<file path="config.mk">
export PLATFORM = sky130hd
export DESIGN_NAME = fetch_stage
export DESIGN_NICKNAME = d
export VERILOG_FILES = /design/src/rtl/fetch_stage_pkg.sv /design/src/rtl/fetch_stage_ifid_reg.sv /design/src/rtl/fetch_stage.sv
export SDC_FILE = /design/constraint.sdc
export NUM_CORES = 1
export LEC_CHECK = 0
export BUFFER_PORTS_ARGS = -buffer_cell sky130_fd_sc_hd__buf_2
export CAP_MARGIN = 20
export CORE_MARGIN = 2
export CORE_UTILIZATION = 38
export CTS_CLUSTER_SIZE = 10
export DETAILED_ROUTE_END_ITERATION = 6
export PLACE_DENSITY = 0.66
export RECOVER_POWER = 25
export SYNTH_ARGS = -nofsm -noshare
export SYNTH_HDL_FRONTEND = slang
export SYNTH_SLANG_ARGS = --single-unit
</file>
<file path="constraint.sdc">
create_clock -name clk -period 2.8 [get_ports clk]
set_clock_uncertainty 0.2 [all_clocks]
set_input_delay 0 -clock clk [delete_from_list [all_inputs] [get_ports clk]]
set_output_delay 0 -clock clk [all_outputs]
set_load 0.05 [all_outputs]
</file>
<file path="src/rtl/fetch_stage_pkg.sv">
// Shared definitions for the fetch stage: FSM encoding, word width,
// bubble word and the IF/ID bundle.
package fetch_stage_pkg;

    localparam int XLEN = 32;

    localparam logic [1:0] BOOT     = 2'd0;
    localparam logic [1:0] RUN      = 2'd1;
    localparam logic [1:0] REDIRECT = 2'd2;

    localparam logic [XLEN-1:0] NOP_WORD = 32'h0000_0000;

    typedef struct packed {
        logic [XLEN-1:0] instr;
        logic [XLEN-1:0] pc;
        logic [XLEN-1:0] pc_plus4;
        logic            valid;
    } ifid_t;

endpackage

</file>
<file path="src/rtl/fetch_stage_ifid_reg.sv">
// IF/ID pipeline register: squash loads a bubble, hold keeps contents.
// Reset and squash share the bubble value.
module ifid_reg
    import fetch_stage_pkg::*;
#(
    parameter logic [XLEN-1:0] NOP = fetch_stage_pkg::NOP_WORD
) (
    input  logic            clk,
    input  logic            reset,
    input  logic            i_hold,
    input  logic            i_squash,
    input  logic [XLEN-1:0] i_instr,
    input  logic [XLEN-1:0] i_pc,
    output ifid_t           o_ifid
);

    ifid_t r_ifid;

    always_ff @(posedge clk) begin
        if (reset || i_squash) begin
            r_ifid <= '{instr: NOP, pc: '0, pc_plus4: '0, valid: 1'b0};
        end else if (!i_hold) begin
            r_ifid <= '{instr: i_instr, pc: i_pc,
                        pc_plus4: i_pc + 32'd4, valid: 1'b1};
        end
    end

    assign o_ifid = r_ifid;

endmodule

</file>
<file path="src/rtl/fetch_stage.sv">
// Instruction fetch stage: PC register, BOOT/RUN/REDIRECT FSM, IF/ID.
// Define FETCH_PERF_CNT_EN to add fetch_count/stall_count outputs.
module fetch_stage
    import fetch_stage_pkg::*;
#(
    parameter logic [XLEN-1:0] RESET_PC = 32'h0000_0000,
    parameter logic [XLEN-1:0] NOP_WORD = fetch_stage_pkg::NOP_WORD
) (
    input  logic            clk,
    input  logic            reset,
    input  logic            stall,
    input  logic            branch_taken,
    input  logic [XLEN-1:0] branch_target,
    output logic [XLEN-1:0] pc,
    input  logic [XLEN-1:0] instruction,
    output logic [XLEN-1:0] ifid_instr,
    output logic [XLEN-1:0] ifid_pc,
    output logic [XLEN-1:0] ifid_pc_plus4,
    output logic            ifid_valid,
    output logic            align_err
`ifdef FETCH_PERF_CNT_EN
    ,
    output logic [31:0]     fetch_count,
    output logic [31:0]     stall_count
`endif
);

    logic [1:0]      r_state;
    logic [1:0]      w_state_nxt;
    logic [XLEN-1:0] r_pc;
    logic [XLEN-1:0] w_pc_nxt;
    logic            r_align_err;
    ifid_t           w_ifid;

    // Unused encoding 2'd3 is treated like BOOT to recover safely.
    logic w_boot;
    logic w_branch;
    logic w_hold;
    logic w_adv;

    assign w_boot   = (r_state != RUN) && (r_state != REDIRECT);
    assign w_branch = !w_boot && branch_taken;
    assign w_hold   = !w_boot && !branch_taken && stall;
    assign w_adv    = !w_boot && !branch_taken && !stall;

    always_comb begin
        w_pc_nxt    = r_pc;
        w_state_nxt = r_state;
        unique case (1'b1)
            w_boot: begin
                w_state_nxt = RUN;
            end
            w_branch: begin
                w_pc_nxt    = {branch_target[31:2], 2'b00};
                w_state_nxt = REDIRECT;
            end
            w_hold: begin
                w_pc_nxt    = r_pc;
            end
            w_adv: begin
                w_pc_nxt    = r_pc + 32'd4;
                w_state_nxt = RUN;
            end
            default: begin
                w_state_nxt = BOOT;
            end
        endcase
    end

    always_ff @(posedge clk) begin
        if (reset) begin
            r_pc        <= RESET_PC;
            r_state     <= BOOT;
            r_align_err <= 1'b0;
        end else begin
            r_pc        <= w_pc_nxt;
            r_state     <= w_state_nxt;
            r_align_err <= w_branch && (branch_target[1:0] != 2'b00);
        end
    end

    ifid_reg #(
        .NOP      (NOP_WORD)
    ) u_ifid (
        .clk      (clk),
        .reset    (reset),
        .i_hold   (w_hold),
        .i_squash (w_boot || w_branch),
        .i_instr  (instruction),
        .i_pc     (r_pc),
        .o_ifid   (w_ifid)
    );

    assign pc            = r_pc;
    assign ifid_instr    = w_ifid.instr;
    assign ifid_pc       = w_ifid.pc;
    assign ifid_pc_plus4 = w_ifid.pc_plus4;
    assign ifid_valid    = w_ifid.valid;
    assign align_err     = r_align_err;

`ifdef FETCH_PERF_CNT_EN
    logic [31:0] r_fetch_cnt;
    logic [31:0] r_stall_cnt;

    always_ff @(posedge clk) begin
        if (reset) begin
            r_fetch_cnt <= '0;
            r_stall_cnt <= '0;
        end else begin
            if (w_adv) r_fetch_cnt <= r_fetch_cnt + 32'd1;
            if (w_hold) r_stall_cnt <= r_stall_cnt + 32'd1;
        end
    end

    assign fetch_count = r_fetch_cnt;
    assign stall_count = r_stall_cnt;
`endif

endmodule
</file>
==> results of run 1 <==
[flip-flops by register name (all words and copies together) (netlist names)]
register	flops
u_ifid.o_ifid	93
pc	30
align_err	1
r_state	2
[report_power, final]
group	internal, uW	switching, uW	leakage [uW]
registers	1880	109	0.00103
logic	297	605	0.00189
clock network	1670	794	0.000319
total	3850	1510	0.00323
[cell type report]
class                           count  area (sq um)  area share, %
Multi-Input combinational cell    376          2580           32.6
Clock buffer                       21           440           5.55
Sequential cell                   126          2530           31.9
Clock inverter                     11           213           2.68
Timing Repair Buffer              291          1860           23.4
Tap cell                          180           225           2.84
Inverter                           22          82.6           1.04
[synthesized netlist by cell type, drive strengths merged, types with 2 or more instances]
cell type / instances
dfxtp: 126
o221a: 55
nand2: 42
clkbuf: 36
o21ai: 34
a21oi: 31
nor2: 31
buf: 28
inv: 22
a221oi: 17
nor3: 16
xor2: 16
nand3: 15
nand4: 15
xnor2: 13
a31oi: 11
and3: 8
and2: 7
or3: 7
and4: 6
nor4: 6
a22oi: 5
nand2b: 4
a21o: 3
o22ai: 3
o311ai: 3
a211oi: 2
a32oi: 2
mux2i: 2
nor2b: 2
[layer usage]
metal / global-route usage (%) / routed length, um / part of all wire (%) / up-vias
met5: 0 / 0 / 0 / -
met4: 9.87 / 484 / 2.6 / 0
met3: 7.61 / 1700 / 9.0 / 40
met2: 39.7 / 8940 / 47 / 271
met1: 30.1 / 7810 / 41 / 2723
li1: - / - / - / 2668
[worst min-delay path, delay by kind of cell]
kind / cells / cell delay (ps)
AO/OA/AOI/OAI: 1 / 170
buffers and inverters: 2 / 610
[path summary, 6_finish.rpt]
kind / start / end / slack [ps] / cells past startpoint
hold / removal: instruction[30] / u_ifid.o_ifid[95] / 200 / 3
hold reg to reg: u_ifid.o_ifid[0] / u_ifid.o_ifid[0] / 240 / 2
setup / recovery: pc[11] / pc[17] / 140 / 6
setup reg to reg: pc[11] / pc[17] / 140 / 6
[cell families (layout without fill, tap and decap cells)]
family          after synthesis  in the layout  share of synthesized area, %
mux                           2              2                         0.369
other cells                   1              6                        0.0691
compound gates              175            175                          25.5
fa+ha+maj                     1              1                         0.230
simple gates                163            163                          15.9
flops                       126            126                          46.5
xor+xnor                     29             29                          4.68
buf+inv                      86            345                          6.75
[repair_timing]
item	4_1_cts	5_1_grt
setup endpoints to repair	0	7
endpoints found under the hold margin	67	0
hold buffers	87	0
resized for setup	0	10
[through the flow]
| step | power, uW | hold slack (ps) | util, % | setup WS (ps) | instances |
|---|---|---|---|---|---|
| floorplan | 2580 | -49.6 | - | 287 | 588 |
| global placement | 2810 | 60.1 | 46.4 | 526 | 908 |
| detailed placement | 2820 | 61.7 | 46.4 | 477 | 908 |
| CTS | 5390 | 178 | 57.3 | 23.9 | 1027 |
| global route | 5540 | 198 | 56.9 | 14.5 | 1027 |
| finish | 5350 | 197 | 56.9 | 144 | 1027 |
==> metrics, run 1 <==
slowest stage delay, CP roughly 600 ps; worst slew pin tran between 700 and 800 ps; post-synth top area share a little under half; TNS Setup 0 ps; Setup-failing EPs final 0; PwrDens a little under 700 nW/um^2; Rel. slew slack about half; worst-path fanout max 7; Crit path max-delay family simple AND/OR/NAND/NOR gates; die area 15,300 sq um; GP Congestion ~0.9; DRT Wirelength ~19,000 um; post-detailed-route DRC marker count 0; H-tree levels 4; most frequent cells in the layout buf_2, dfxtp_1, dlygate4sd3_1; Top-Level Pins just under 200; CP arrival approximately 2800 ps; vias in the first global route ~5,400; die span in x ~120 um; period utilisation layout around 95%; Clock Tree Root clkbuf_16; Yosys Warn Count 0; PortBufs roughly 190; mean post-synth cell area ~9.3 sq um; via-per-instance ratio approximately 5.6; DP HPWL about 13,000 um; area leader, netlist dfxtp_1; flop and latch count out of synthesis 126; via count 5,702; CP Buf/Inv Count 1; critical path endpoint category flop; Layout Nets between 900 and 1,000; pin count of the biggest net entering global routing 94; layout cell share with drive strength beyond 1 between 20 and 30%; cell breakdown of the critical path nand4_2 -> nor2_2 -> nand2_1 -> o311ai_0 -> a31oi_1 -> dlygate4sd3_1; CTS sink count 126; synth top area cells dfxtp_1, o221a_2, o21ai_0, a21oi_1, nand2_1; antenna violations before repair 0; Async SR Flop Fraction 0%; cells after synthesis about 580; Final min period approximately 2700 ps; Fillers 1,260; Placeable Area 13,900 sq um; Site Rows between 40 and 50; postcts setup bufs 0; # diodes 0; DR WL/cell 18.4 um; Die H 124 um; Fmax 377 MHz; Cell Area, Placed between 6000 and 7000 sq um; startpoint class of the critical path flop; outcome completed; first-pass GRT wire length around 28,000 um; most common cell after layout, fill and taps aside buf_2; Mapped Area 5430 sq um; Max VDD drop 0.465 mV; slowest stage cell, crit path dlygate4sd3_1; Final Hold Viols 0; 1st-iter DRT viols roughly 580; CTS tree yes; Final Cell Area slightly below 8000 sq um; worst-skew pair later-pin latency 420 ps; Main synth FF type dfxtp_1; CTS Buf Count 17; Worst-path clk slew about 60 ps; Final ANT Viol Nets 0; Clock Tree Buf Depth 2; grt total ovfl 0; RSZ-0062 raised after global routing false; area growth from synthesis to layout 46.1%; Initial Utilization 39.0%; Worst Hold Class input port to flop; post-synthesis sequential area ratio 46.5%; Total Routing Usage GR 24.5%; Leakage 0.00323 uW; max-slew violation count 0; DRT Pass-1 Iters 5; EDFF count, synth 0; Max Cap Viol 0; Yosys cell types 55; CP Class flop to flop; WP data required 2900 ps
(Power assumes the default switching activity.)
==> run 2, diff against run 1 <==
CTS_BUF_LIST = sky130_fd_sc_hd__clkbuf_16   (was default)
==> metrics, run 2 (synthesis gave the netlist of run 1 again) <==
outcome completed (unchanged); max-slew violation count 0 (unchanged); H-tree levels 4 (unchanged); Total Routing Usage GR 24.5% (unchanged); RR Endpoint pc[17] (unchanged); Initial Utilization 39.0% (unchanged); multi-input logic area 2580 sq um (unchanged); max reg flops 93 (unchanged); Reg area 2530 sq um (unchanged); CP Buf/Inv Count 1 (unchanged); DR WL/cell 18.5 um (was 18.4 um); critical path endpoint category flop (unchanged); die area 15,300 sq um (unchanged); Fmax 379 MHz (was 377 MHz); most frequent cells in the layout buf_2, dfxtp_1, dlygate4sd3_1 (unchanged); pin count of the biggest net entering global routing 94 (unchanged); die span in x 124 um (unchanged); cell breakdown of the critical path nand4_2 -> nor2_2 -> nand2_1 -> o311ai_0 -> a31oi_1 -> dlygate4sd3_1 (unchanged); Final Cell Area 7930 sq um (unchanged); CP arrival 2740 ps (was 2750 ps); startpoint class of the critical path flop (unchanged); period utilisation layout 94.2% (was 94.8%); PwrDens 674 nW/um^2 (was 675 nW/um^2); Max Cap Viol 0 (unchanged); GP Congestion 0.884 (unchanged); CTS Buf Count 17 (unchanged); Layout Nets 903 (unchanged); WP data required 2900 ps (about the same); RSZ-0062 raised after global routing false (unchanged); minimum setup slack among reg-to-reg paths 160 ps (was 140 ps); vias in the first global route 5,376 (unchanged); Critical Path Sink pc[17] (unchanged); # diodes 0 (unchanged); placed cells 908 (unchanged); area growth from synthesis to layout 46.1% (unchanged); worst slew pin tran 756 ps (was 743 ps); Worst Hold Class input port to flop (unchanged); R2R depth 6 (unchanged); Rel. slew slack 49.2% (was 50.1%); worst-skew pair later-pin latency 420 ps (about the same); Max VDD drop 0.465 mV (about the same); TNS Setup 0 ps (unchanged); DRT Wirelength 19,000 um (was 18,900 um); 1st-iter DRT viols 581 (was 576); Worst-path clk slew 60 ps (about the same); DP HPWL 12,600 um (unchanged); worst setup path startpoint pc[12] (was pc[11]); Crit path max-delay family simple AND/OR/NAND/NOR gates (unchanged); Final Hold Viols 0 (unchanged); slowest stage delay, CP 600 ps (about the same); postcts setup bufs 0 (unchanged); via count 5,705 (was 5,702); Die H 124 um (unchanged); post-detailed-route DRC marker count 0 (unchanged); CTS sink count 126 (unchanged); Placeable Area 13,900 sq um (unchanged); CTS tree yes (unchanged); layout cell share with drive strength beyond 1 29.3% (unchanged); Clock Tree Buf Depth 2 (unchanged); Final ANT Viol Nets 0 (unchanged); via-per-instance ratio 5.56 (was 5.55); most common cell after layout, fill and taps aside buf_2 (unchanged); Cell Count, Final, Fillers Out 1,027 (unchanged); first-pass GRT wire length 28,300 um (unchanged); CP Class flop to flop (unchanged); Clock Tree Root clkbuf_16 (unchanged); PortBufs 191 (unchanged); Cell Area, Placed 6470 sq um (unchanged); Leakage 0.00325 uW (was 0.00323 uW); R2R Path Start pc[12] (was pc[11]); Site Rows 43 (unchanged); grt total ovfl 0 (unchanged); Fillers 1,260 (unchanged); Setup-failing EPs final 0 (unchanged); stages on the worst setup path 6 (unchanged); antenna violations before repair 0 (unchanged); Top-Level Pins 198 (unchanged); DRT Pass-1 Iters 6 (was 5); worst-path fanout max 8 (was 7); Final min period 2640 ps (was 2660 ps); Power, Total 5340 uW (was 5350 uW); slowest stage cell, crit path dlygate4sd3_1 (unchanged)
[run 2: cell count changes in the layout (fill, tap and decap cells not counted), sizes merged]
cell	before	now
inv	23	27
clkbuf	83	79
[run 2: final cells by class]
| type | count | area share (%) |
|---|---|---|
| tap | 180 | 2.84 |
| timing repair buffer | 291 | 23.4 |
| clock buffer | 17 | 5.36 |
| sequential | 126 | 31.9 |
| inverter | 22 | 1.04 |
| clock inverter | 15 | 2.87 |
| multi-input combinational | 376 | 32.6 |
[run 2: routing by layer]
layer | vias up | part of all wire [%] | global-route usage [%] | wire [um]
met5 | - | 0 | 0 | 0
met4 | 0 | 2.8 | 9.87 | 525
li1 | 2666 | - | - | -
met2 | 290 | 47 | 39.7 | 8960
met3 | 46 | 9.2 | 7.61 | 1740
met1 | 2703 | 41 | 30.1 | 7720
[run 2: timing repair]
item | 4_1_cts | 5_1_grt
resized for setup | 0 | 10
setup endpoints to repair | 0 | 7
endpoints found under the hold margin | 67 | 0
hold buffers | 87 | 0
[run 2: where the power goes]
group | internal [uW] | total (uW) | switching [uW]
Clock | 1650 | 2450 | 797
Combinational | 297 | 901 | 605
Sequential | 1880 | 1990 | 110
Total | 3830 | 5340 | 1510
[run 2: through the flow]
| step | util, % | setup WS (ps) | hold slack, ps |
|---|---|---|---|
| after global placement | 46.4 | 526 | 60.1 |
| after CTS | 57.3 | 23.8 | 178 |
| final | 56.9 | 162 | 195 |
| after detailed placement | 46.4 | 477 | 61.7 |
| after global routing | 56.9 | 14.1 | 198 |
| after floorplan | - | 287 | -49.6 |
[run 2: how the worst min path moves through the flow]
stage	start	endpoint	slack [ps]	cells after the start
after CTS	instruction[15]	u_ifid.o_ifid[80]	180	3
final	instruction[30]	u_ifid.o_ifid[95]	200	3
after floorplan	branch_target[27]	pc[27]	-50	2
after detailed placement	branch_target[2]	pc[2]	60	3
after global placement	branch_target[0]	align_err	60	3
after global routing	instruction[16]	u_ifid.o_ifid[81]	200	3
[run 2: tightest hold or removal path, cell delays in order]
cell           delay, ps
dlygate4sd3_1        520
buf_2                 90
o221a_2              170
==> run 3, diff against run 2 <==
ABC_AREA = 1   (was default)
==> metrics, run 3 <==
CTS tree yes (unchanged); CP Buf/Inv Count 1 (unchanged); Worst-path clk slew 60 ps (about the same); worst-skew pair later-pin latency 430 ps (was 420 ps); synth top area cells dfxtp_1, nor2_1, o21ai_0, nand2_1, a21oi_1 (was dfxtp_1, o221a_2, o21ai_0, a21oi_1, nand2_1); most common cell after layout, fill and taps aside nor2_1 (was buf_2); Setup-failing EPs final 0 (unchanged); GP Congestion 0.889 (was 0.884); flop and latch count out of synthesis 126 (unchanged); sequential share of power 40.1% (was 37.3%); die area 15,200 sq um (was 15,300 sq um); Comb pwr share 20.6% (was 16.9%); hold path depth 4 (was 3); # diodes 0 (unchanged); max-slew violation count 0 (unchanged); Setup WS pre-CTS 631 ps (was 477 ps); die span in x 123 um (was 124 um); RSZ-0062 raised after global routing false (unchanged); WP data required 2970 ps (was 2900 ps); R2R depth 8 (was 6); DP HPWL 12,600 um (about the same); startpoint class of the critical path flop (unchanged); Mapped Area 5390 sq um (was 5430 sq um); slowest stage cell, crit path dlygate4sd3_1 (unchanged); worst slew pin tran 663 ps (was 756 ps); Placeable Area 13,900 sq um (about the same); critical path endpoint category flop (unchanged); Die H 123 um (was 124 um); most frequent cells in the layout nor2_1, o21ai_0, buf_2 (was buf_2, dfxtp_1, dlygate4sd3_1); RR Endpoint pc[15] (was pc[17]); Yosys cell types 26 (was 55); Worst Hold Class input port to flop (unchanged); DR WL/cell 15.2 um (was 18.5 um); switching pwr 1720 uW (was 1510 uW); Pint 3300 uW (was 3830 uW); layout cell share with drive strength beyond 1 17.1% (was 29.3%); CTS sink count 126 (unchanged); area leader, netlist dfxtp_1 (unchanged); Synth top cells by count nor2_1, o21ai_0, dfxtp_1, nand2_1, inv_1 (was dfxtp_1, o221a_2, nand2_1, clkbuf_1, o21ai_0); Clock Power Share 39.2% (was 45.8%); mean post-synth cell area 6.97 sq um (was 9.31 sq um); Leakage 0.00357 uW (was 0.00325 uW); Max Cap Viol 0 (unchanged); grt total ovfl 0 (unchanged); Hold EP u_ifid.o_ifid[68] (was u_ifid.o_ifid[95]); Fmax 415 MHz (was 379 MHz); Yosys Warn Count 0 (unchanged); Max VDD drop 0.367 mV (was 0.465 mV); post-synth top area share 46.8% (was 46.5%); CP Class flop to flop (unchanged); pin count of the biggest net entering global routing 83 (was 94); cells after synthesis 774 (was 583); R2R Path Start pc[12] (unchanged); Top-Level Pins 198 (unchanged); Cell Count, Final, Fillers Out 1,214 (was 1,027); minimum setup slack among reg-to-reg paths 390 ps (was 160 ps); PortBufs 191 (unchanged); Initial Utilization 38.8% (was 39.0%); fin util 54.8% (was 56.9%); most used cell, CP nand2_1; Main synth FF type dfxtp_1 (unchanged); Fillers 1,380 (was 1,260); post-synthesis sequential area ratio 46.8% (was 46.5%); cts repair resizes 0 (unchanged); Final WS setup 388 ps (was 162 ps); Clock Tree Buf Depth 2 (unchanged); outcome completed (unchanged); area growth from synthesis to layout 41.1% (was 46.1%); Final min period 2410 ps (was 2640 ps); CTS Buf Count 17 (unchanged); Final Hold Viols 0 (unchanged); antenna violations before repair 0 (unchanged); Final ANT Viol Nets 0 (unchanged); worst-path fanout max 6 (was 8); H-tree levels 4 (unchanged); post-detailed-route DRC marker count 0 (unchanged); Layout Nets 1,091 (was 903); Clock Tree Root clkbuf_16 (unchanged); 1st-iter DRT viols 407 (was 581); cell breakdown of the critical path nand2_1 -> nor2_1 -> nand2_1 -> nor2_1 -> xor2_1 -> nand2_1 -> a21oi_1 -> dlygate4sd3_1 (was nand4_2 -> nor2_2 -> nand2_1 -> o311ai_0 -> a31oi_1 -> dlygate4sd3_1); placed cells 1,115 (was 908); vias in the first global route 5,476 (was 5,376); TNS Setup 0 ps (unchanged); DRT Wirelength 18,500 um (was 19,000 um); hold_buf cts 68 (was 87); via-per-instance ratio 4.84 (was 5.56); Rel. slew slack 56.0% (was 49.2%); max reg flops 93 (unchanged); via count 5,880 (was 5,705); first-pass GRT wire length 28,100 um (was 28,300 um); slowest stage delay, CP 550 ps (was 600 ps); Async SR Flop Fraction 0% (unchanged); HP Start instruction[3] (was instruction[30]); CP arrival 2580 ps (was 2740 ps); EDFF count, synth 0 (unchanged); DRT Pass-1 Iters 5 (was 6); most common cell in the netlist nor2_1 (was dfxtp_1); PwrDens 660 nW/um^2 (was 674 nW/um^2); Crit path max-delay family simple AND/OR/NAND/NOR gates (unchanged); Total Routing Usage GR 24.3% (was 24.5%); Sw Share 34.3% (was 28.3%); postcts setup bufs 0 (unchanged); Site Rows 43 (unchanged); period utilisation layout 86.1% (was 94.2%)
[run 3: final cells by class]
class                           count  area [sq um]  share of cell area (%)
Clock buffer                       17           425                    5.59
Sequential cell                   126          2520                    33.1
Clock inverter                     14          98.8                    1.30
Timing Repair Buffer              270          1650                    21.7
Inverter                           62           233                    3.06
Tap cell                          180           225                    2.96
Multi-Input combinational cell    545          2450                    32.2
[run 3: worst max-delay path by stage]
stage | startpoint | endpoint | cells past startpoint
after CTS | pc[12] | pc[15] | 8
after detailed placement | pc[3] | u_ifid.o_ifid[23] | 10
after floorplan | pc[3] | u_ifid.o_ifid[23] | 10
after global placement | pc[3] | u_ifid.o_ifid[23] | 10
final | pc[12] | pc[15] | 8
after global routing | pc[12] | pc[15] | 8
[run 3: kinds of logic (layout without fill, tap and decap cells)]
group,after synthesis,count (layout),synth area share (%)
compound gates,202,202,19.0
xor+xnor,16,16,2.74
fa+ha+maj,1,1,0.232
buf+inv,108,363,8.10
flops,126,126,46.8
other cells,1,6,0.0695
simple gates,320,320,23.0
[run 3: worst min-delay path: cells and delay by family]
| kind | cells | cell delay [ps] |
|---|---|---|
| buffers and inverters | 2 | 610 |
| AND/OR/NAND/NOR | 1 | 90 |
| AO/OA/AOI/OAI | 1 | 70 |
[run 3: per-stage QoR]
stage	power (uW)	instance area [sq um]	hold WS, ps
2_1_floorplan	2720	5410	-131
3_3_place_gp	3010	6480	52.5
3_5_place_dp	3010	6480	66.7
4_1_cts	5050	7690	171
5_1_grt	5230	7610	210
6_report	5020	7610	189
[run 3: power groups by stage]
stage / clock (uW) / combinational (uW) / sequential, uW
5_1_grt: 2080 / 1110 / 2030
4_1_cts: 2000 / 1040 / 2010
3_5_place_dp: 0 / 962 / 2050
3_3_place_gp: 0 / 961 / 2050
2_1_floorplan: 0 / 335 / 2380
6_report: 1970 / 1040 / 2020
[run 3: per-layer routing]
metal | GRT usage (%) | part of all wire (%) | vias to the layer above
met5 | 0 | 0 | -
met4 | 9.73 | 2.9 | 0
met3 | 6.96 | 7.7 | 33
met2 | 40.6 | 47 | 200
met1 | 29.3 | 43 | 2675
li1 | - | - | 2972
